**src/rtl/apb_arb_pkg.sv**
```systemverilog
// Shared types and default constants for the APB master arbiter.
// The optional ACCESS-phase timeout is enabled by defining APB_ARB_TIMEOUT_EN.
package apb_arb_pkg;

  localparam int MST_C_DEF = 2;
  localparam int TMO_C_DEF = 16;

  typedef enum logic [1:0] {
    IDLE   = 2'd0,
    SETUP  = 2'd1,
    ACCESS = 2'd2,
    DONE   = 2'd3
  } apb_state_e;

endpackage

```
**src/rtl/apb_rr_arb.sv**
```systemverilog
// Round-robin grant logic with the last-grant pointer; the pointer moves only
// on upd_i, to the index carried by the committed one-hot grant upd_gnt_i.
module apb_rr_arb
  import apb_arb_pkg::*;
#(
  parameter int mst_c = MST_C_DEF
) (
  input  logic             clk_i,
  input  logic             rst_ni,
  input  logic [mst_c-1:0] req_i,
  input  logic             upd_i,
  input  logic [mst_c-1:0] upd_gnt_i,
  output logic [mst_c-1:0] gnt_o
);

  localparam int IW = (mst_c > 1) ? $clog2(mst_c) : 1;

  logic [IW-1:0] last_q, last_d;
  logic          found;

  // Search starts one past the last served master and wraps around.
  always_comb begin
    gnt_o = '0;
    found = 1'b0;
    for (int i = 1; i <= mst_c; i++) begin
      for (int k = 0; k < mst_c; k++) begin
        if (!found && req_i[k] && (((int'(last_q) + i) % mst_c) == k)) begin
          gnt_o[k] = 1'b1;
          found    = 1'b1;
        end
      end
    end
  end

  always_comb begin
    last_d = last_q;
    if (upd_i) begin
      for (int k = 0; k < mst_c; k++) begin
        if (upd_gnt_i[k]) last_d = IW'(k);
      end
    end
  end

  always_ff @(posedge clk_i) begin
    if (!rst_ni) last_q <= IW'(mst_c - 1);
    else         last_q <= last_d;
  end

endmodule

```
**src/rtl/apb_master_arb.sv**
```systemverilog
// Multi-master to single APB master bridge with round-robin arbitration.
// Define APB_ARB_TIMEOUT_EN to add an ACCESS-phase timeout that completes with err_m.
module apb_master_arb
  import apb_arb_pkg::*;
#(
  parameter int mst_c = MST_C_DEF,
  parameter int a_w   = 8,
  parameter int tmo_c = TMO_C_DEF
) (
  input  logic                       pclk,
  input  logic                       presetn,
  input  logic [mst_c-1:0][0:0]      req_m,
  input  logic [mst_c-1:0][0:0]      we_m,
  input  logic [mst_c-1:0][a_w-1:0]  addr_m,
  input  logic [mst_c-1:0][31:0]     wdata_m,
  output logic [mst_c-1:0][0:0]      ack_m,
  output logic [mst_c-1:0][0:0]      err_m,
  output logic [31:0]                rdata_m,
  output logic [a_w-1:0]             paddr,
  output logic [31:0]                pwdata,
  output logic                       pwrite,
  output logic                       psel,
  output logic                       penable,
  input  logic [31:0]                prdata,
  input  logic                       pready
);

  apb_state_e       state_q, state_d;
  logic [mst_c-1:0] gnt_q, gnt_d;
  logic [a_w-1:0]   paddr_q, paddr_d;
  logic [31:0]      pwdata_q, pwdata_d;
  logic             pwrite_q, pwrite_d;
  logic [31:0]      rdata_q, rdata_d;

  logic [mst_c-1:0] req_vec, arb_gnt;
  logic [a_w-1:0]   sel_addr;
  logic [31:0]      sel_wdata;
  logic             sel_we;
  logic             upd;

`ifdef APB_ARB_TIMEOUT_EN
  localparam int CW = $clog2(tmo_c) + 1;
  logic [CW-1:0] cnt_q, cnt_d;
  logic          err_q, err_d;
`endif

  apb_rr_arb #(.mst_c(mst_c)) u_rr (
    .clk_i     (pclk),
    .rst_ni    (presetn),
    .req_i     (req_vec),
    .upd_i     (upd),
    .upd_gnt_i (gnt_q),
    .gnt_o     (arb_gnt)
  );

  always_comb begin
    req_vec   = '0;
    sel_addr  = '0;
    sel_wdata = '0;
    sel_we    = 1'b0;
    for (int k = 0; k < mst_c; k++) begin
      req_vec[k] = req_m[k][0];
      if (arb_gnt[k]) begin
        sel_addr  = sel_addr | addr_m[k];
        sel_wdata = sel_wdata | wdata_m[k];
        sel_we    = sel_we | we_m[k][0];
      end
    end
  end

  // Grants are only taken in IDLE, so DONE gives the requester a cycle to drop req_m.
  always_comb begin
    state_d  = state_q;
    gnt_d    = gnt_q;
    paddr_d  = paddr_q;
    pwdata_d = pwdata_q;
    pwrite_d = pwrite_q;
    rdata_d  = rdata_q;
    upd      = 1'b0;
    psel     = 1'b0;
    penable  = 1'b0;
    ack_m    = '0;
    err_m    = '0;
`ifdef APB_ARB_TIMEOUT_EN
    cnt_d    = cnt_q;
    err_d    = err_q;
`endif
    case (state_q)
      IDLE: begin
        if (|req_vec) begin
          state_d  = SETUP;
          gnt_d    = arb_gnt;
          paddr_d  = sel_addr;
          pwdata_d = sel_wdata;
          pwrite_d = sel_we;
        end
      end
      SETUP: begin
        psel    = 1'b1;
        state_d = ACCESS;
`ifdef APB_ARB_TIMEOUT_EN
        cnt_d   = '0;
`endif
      end
      ACCESS: begin
        psel    = 1'b1;
        penable = 1'b1;
        if (pready) begin
          rdata_d = pwrite_q ? 32'h0 : prdata;
          state_d = DONE;
`ifdef APB_ARB_TIMEOUT_EN
          err_d   = 1'b0;
        end else if (cnt_q == CW'(tmo_c - 1)) begin
          rdata_d = 32'h0;
          err_d   = 1'b1;
          state_d = DONE;
        end else begin
          cnt_d   = cnt_q + CW'(1);
`endif
        end
      end
      DONE: begin
        upd     = 1'b1;
        state_d = IDLE;
        for (int k = 0; k < mst_c; k++) begin
          ack_m[k] = gnt_q[k];
`ifdef APB_ARB_TIMEOUT_EN
          err_m[k] = gnt_q[k] & err_q;
`endif
        end
      end
      default: state_d = IDLE;
    endcase
  end

  always_ff @(posedge pclk) begin
    if (!presetn) begin
      state_q  <= IDLE;
      gnt_q    <= '0;
      paddr_q  <= '0;
      pwdata_q <= '0;
      pwrite_q <= 1'b0;
      rdata_q  <= '0;
`ifdef APB_ARB_TIMEOUT_EN
      cnt_q    <= '0;
      err_q    <= 1'b0;
`endif
    end else begin
      state_q  <= state_d;
      gnt_q    <= gnt_d;
      paddr_q  <= paddr_d;
      pwdata_q <= pwdata_d;
      pwrite_q <= pwrite_d;
      rdata_q  <= rdata_d;
`ifdef APB_ARB_TIMEOUT_EN
      cnt_q    <= cnt_d;
      err_q    <= err_d;
`endif
    end
  end

  assign paddr   = paddr_q;
  assign pwdata  = pwdata_q;
  assign pwrite  = pwrite_q;
  assign rdata_m = rdata_q;

endmodule

```
**config.mk**
```make
export PLATFORM = sky130hd
export DESIGN_NAME = apb_master_arb
export DESIGN_NICKNAME = d
export VERILOG_FILES = /design/src/rtl/apb_arb_pkg.sv /design/src/rtl/apb_rr_arb.sv /design/src/rtl/apb_master_arb.sv
export SDC_FILE = /design/constraint.sdc
export NUM_CORES = 1
export LEC_CHECK = 0
export CORE_MARGIN = 1.5
export CORE_UTILIZATION = 40
export CTS_BUF_LIST = sky130_fd_sc_hd__clkbuf_8
export DETAILED_ROUTE_END_ITERATION = 6
export PLACE_DENSITY = 0.81
export RECOVER_POWER = 25
export SLEW_MARGIN = 40
export SYNTH_ARGS = -nofsm -noshare
export SYNTH_HDL_FRONTEND = slang
export SYNTH_HIERARCHICAL = 1
export SYNTH_SLANG_ARGS = --single-unit
```
**constraint.sdc**
```tcl
create_clock -name pclk -period 1.75 [get_ports pclk]
set_input_delay 0.2625 -clock pclk [delete_from_list [all_inputs] [get_ports pclk]]
set_output_delay 0.2625 -clock pclk [all_outputs]
set_load 0.05 [all_outputs]
```
==> results by group <==
Run status
  • Status: completed

Clock network
  • CTS buffer count: 9
  • Post-CTS Repair Setup Buffers: 0
  • CTS tree: yes
  • CTS clk-pin slew, worst paths: 0.08 ns
  • Max Root-Sink Buffers: 2
  • Clock Latency Late Sink: between 0.3 and 0.4 ns
  • Clk sinks: 78
  • H-tree Lvls: 3
  • CTS root buffer: clkbuf_8
  • Cts hold-fix bufs: 0

Worst setup path
  • Worst Path Max Fanout: 33
  • Critical path class: reg -> out
  • Crit path top cell by count: buf_12
  • Critical path endpoint category: primary output
  • Slowest stage delay, CP: about 0.33 ns
  • Critical-path cell list: inv_1 > ha_2 > buf_12 > buf_12
  • Slowest CP cell: dfxtp_1
  • Data required time of the worst path: 1.49 ns
  • Setup crit start kind: flip-flop
  • Worst path arrival time: 1.39 ns
  • Reg2reg setup slack: roughly 0.23 ns

Final layout
  • Non-filler cells, final: 666
  • Final-stage net count: between 600 and 700
  • FILL cells: 755
  • Layout area overhead: 58.96%
  • # diodes: 0
  • Share of cells above drive strength 1: 14.34%

Timing
  • Worst clock skew: about 0.0093 ns
  • Max Freq: between 0.6 and 0.7 GHz
  • Rel. slew slack: 55.60%
  • Fin. Hold Viols: 0
  • Minimum clock period: 1.656 ns
  • RSZ-0062 raised after global routing: false
  • Fin crit share: 94.61%
  • Final Max Tran Viols: 0
  • Tightest Pin Transition: between 0.6 and 0.7 ns
  • Setup Viol. Count Final: 0

Synth
  • Synth Cell Area: 3625 sq um
  • Synth warn: 6
  • Most used DFF post-synth: dfxtp_1
  • Yosys cell types: 22
  • Ys async rst share: 0%
  • Syn_area_per_cell: between 9 and 10 sq um
  • Register area share after synthesis: 43.08%
  • FF+latch count, synth: about 80
  • Post-synth EDFFs: 0
  • Syn Inst Count: 372

Floorplanning
  • Die outline height: roughly 98 um
  • Initial core utilization: between 40 and 50%
  • CORE AREA: a little under 9000 sq um
  • Top Ports: roughly 200
  • Die Footprint: 9642 sq um
  • # rows: 34
  • Die X: between 90 and 100 um

Placement
  • Number of port buffers: between 150 and 200
  • Detailed-placement wirelength estimate: around 7800 um
  • Gpl congestion: about 0.76
  • Post-placement cell count: 650

Power and ir drop
  • Max VDD drop: roughly 0.73 mV
  • Total Power: 8.202 mW
  • PD cells: about 1400 nW/um^2
  • Lkg Pwr: between 2 and 2.5 nW

Run
  • MaxCap Viol Count: 0

Route
  • Residual DRC: 0
  • Vias per cell: ~5.4
  • Post-route ant nets: 0
  • DRT Wirelength: 10970 um
  • Wire per inst: about 16 um
  • First DRT Iteration DRCs: between 100 and 150
  • DR vias: ~3600
  • Drt first pass iters: 4

Worst hold path
  • Min-delay worst type: in -> reg

Global route
  • Global-route wire length before repair: approximately 17000 um
  • Largest net degree at the start of global routing: 35
  • Gr ovfl total: 0
  • Antenna violations before repair: 0
  • Number of global-route vias before repair: approximately 3600
  • Total GRT Usage: between 20 and 25%
[per-layer routing]
layer	track usage (%)	wire length, um
met2	38.51	5404
met4	6.609	161
met1	27.15	4621
met3	5.297	785
met5	0	0
[stage by stage]
stage	hold WS, ns	setup slack [ns]	cell area [sq um]	utilization, %	TNS [ns]
detailed placement	0.4530	-0.07676	5729	65.38	-0.4969
global placement	0.4464	0.002131	5729	65.38	0
floorplan	0.4072	0.05730	3628	-	0
global route	0.4527	0.01006	5762	65.75	0
CTS	0.4076	0.00009071	5869	66.98	0
finish	0.4257	0.09433	5762	65.75	0
[power by group]
group | total, mW | internal [mW] | switching [mW]
Sequential | 2.41 | 2.19 | 0.216
Combinational | 4.46 | 1.53 | 2.93
Clock | 1.33 | 0.649 | 0.685
Total | 8.20 | 4.37 | 3.83
[path summary, 6_finish.rpt]
check,startpoint,end,depth (start not counted)
worst max register to register,state_q[0]$_SDFFE_PN0P_,paddr[1]$_SDFFE_PN0P_,6
worst min register to register,rdata_m[3]$_SDFFE_PN0P_,rdata_m[3]$_SDFFE_PN0P_,2
worst min-delay path,presetn,rdata_m[3]$_SDFFE_PN0P_,2
worst max-delay path,state_q[0]$_SDFFE_PN0P_,penable,4
[layout make-up]
type,instances,area [sq um],area share (%)
Tap cell,108,135.1,2.345
Clock inverter,7,66.31,1.151
Sequential cell,78,1562,27.10
Multi-Input combinational cell,247,1872,32.49
Clock buffer,9,123.9,2.150
Inverter,5,18.77,0.3257
Timing Repair Buffer,212,1984,34.44
[cell usage after synthesis (2+ instances only)]
library cell	number	area, sq um
dfxtp_1	78	1562
a221oi_1	41	359.1
nor2_1	41	153.9
nand2_1	40	150.1
nor3b_2	38	475.5
a21boi_0	34	255.2
nand4b_1	32	280.3
buf_2	20	100.1
clkbuf_1	19	71.32
inv_1	5	18.77
buf_4	4	30.03
ha_1	4	50.05
nor3b_1	4	30.03
a21boi_1	2	15.01
and2_1	2	12.51
o21a_1	2	15.01
[flip-flops by register name (all words and copies together), names as in the netlist]
name	flops
u_rr/last_q	1
gnt_q	2
pwdata	32
pwrite	1
rdata_m	32
paddr	8
state_q	2
[layout by cell type, fill, tap and decap left out, types with 2 or more instances in the layout]
cell type	netlist	final
o21a_1	2	2
dlymetal6s2s_1	0	4
nor3b_1	4	4
clkbuf_1	19	28
a21boi_4	0	2
and2_1	2	2
nor2_1	41	41
a21boi_0	34	32
dlygate4sd2_1	0	40
conb_1	1	2
a21boi_1	2	2
nand4b_1	32	32
clkbuf_8	0	9
ha_1	4	3
buf_4	4	10
inv_1	5	6
clkinv_2	0	2
buf_12	0	11
a221oi_1	41	41
clkdlybuf4s50_1	0	117
dfxtp_1	78	78
nor3b_2	38	38
clkinvlp_4	0	3
nand2_1	40	40
[kinds of logic (layout without fill, tap and decap cells)]
logic type,Yosys count,in the layout,synth area share [%]
AO/OA/AOI/OAI,83,83,18.67
adder cells (fa/ha/maj),4,4,1.381
buffers and inverters,48,233,6.075
flip-flops,78,78,43.08
multiplexers,1,1,0.2762
other,1,2,0.1035
AND/OR/NAND/NOR,157,157,30.41
[repair_timing]
action / CTS / global route
endpoints found under the setup margin: 40 / 6
endpoints found under the hold margin: 0 / 0
cloned: 0 / 0
resized for setup: 40 / 6
[critical path, delay by kind of cell (launching register included)]
| family | cells | cell delay, ns |
|---|---|---|
| buffers and inverters | 3 | 0.46 |
| flip-flops | 1 | 0.33 |
| adder cells (fa/ha/maj) | 1 | 0.25 |
No activity file was read; power rests on OpenSTA's default activity.
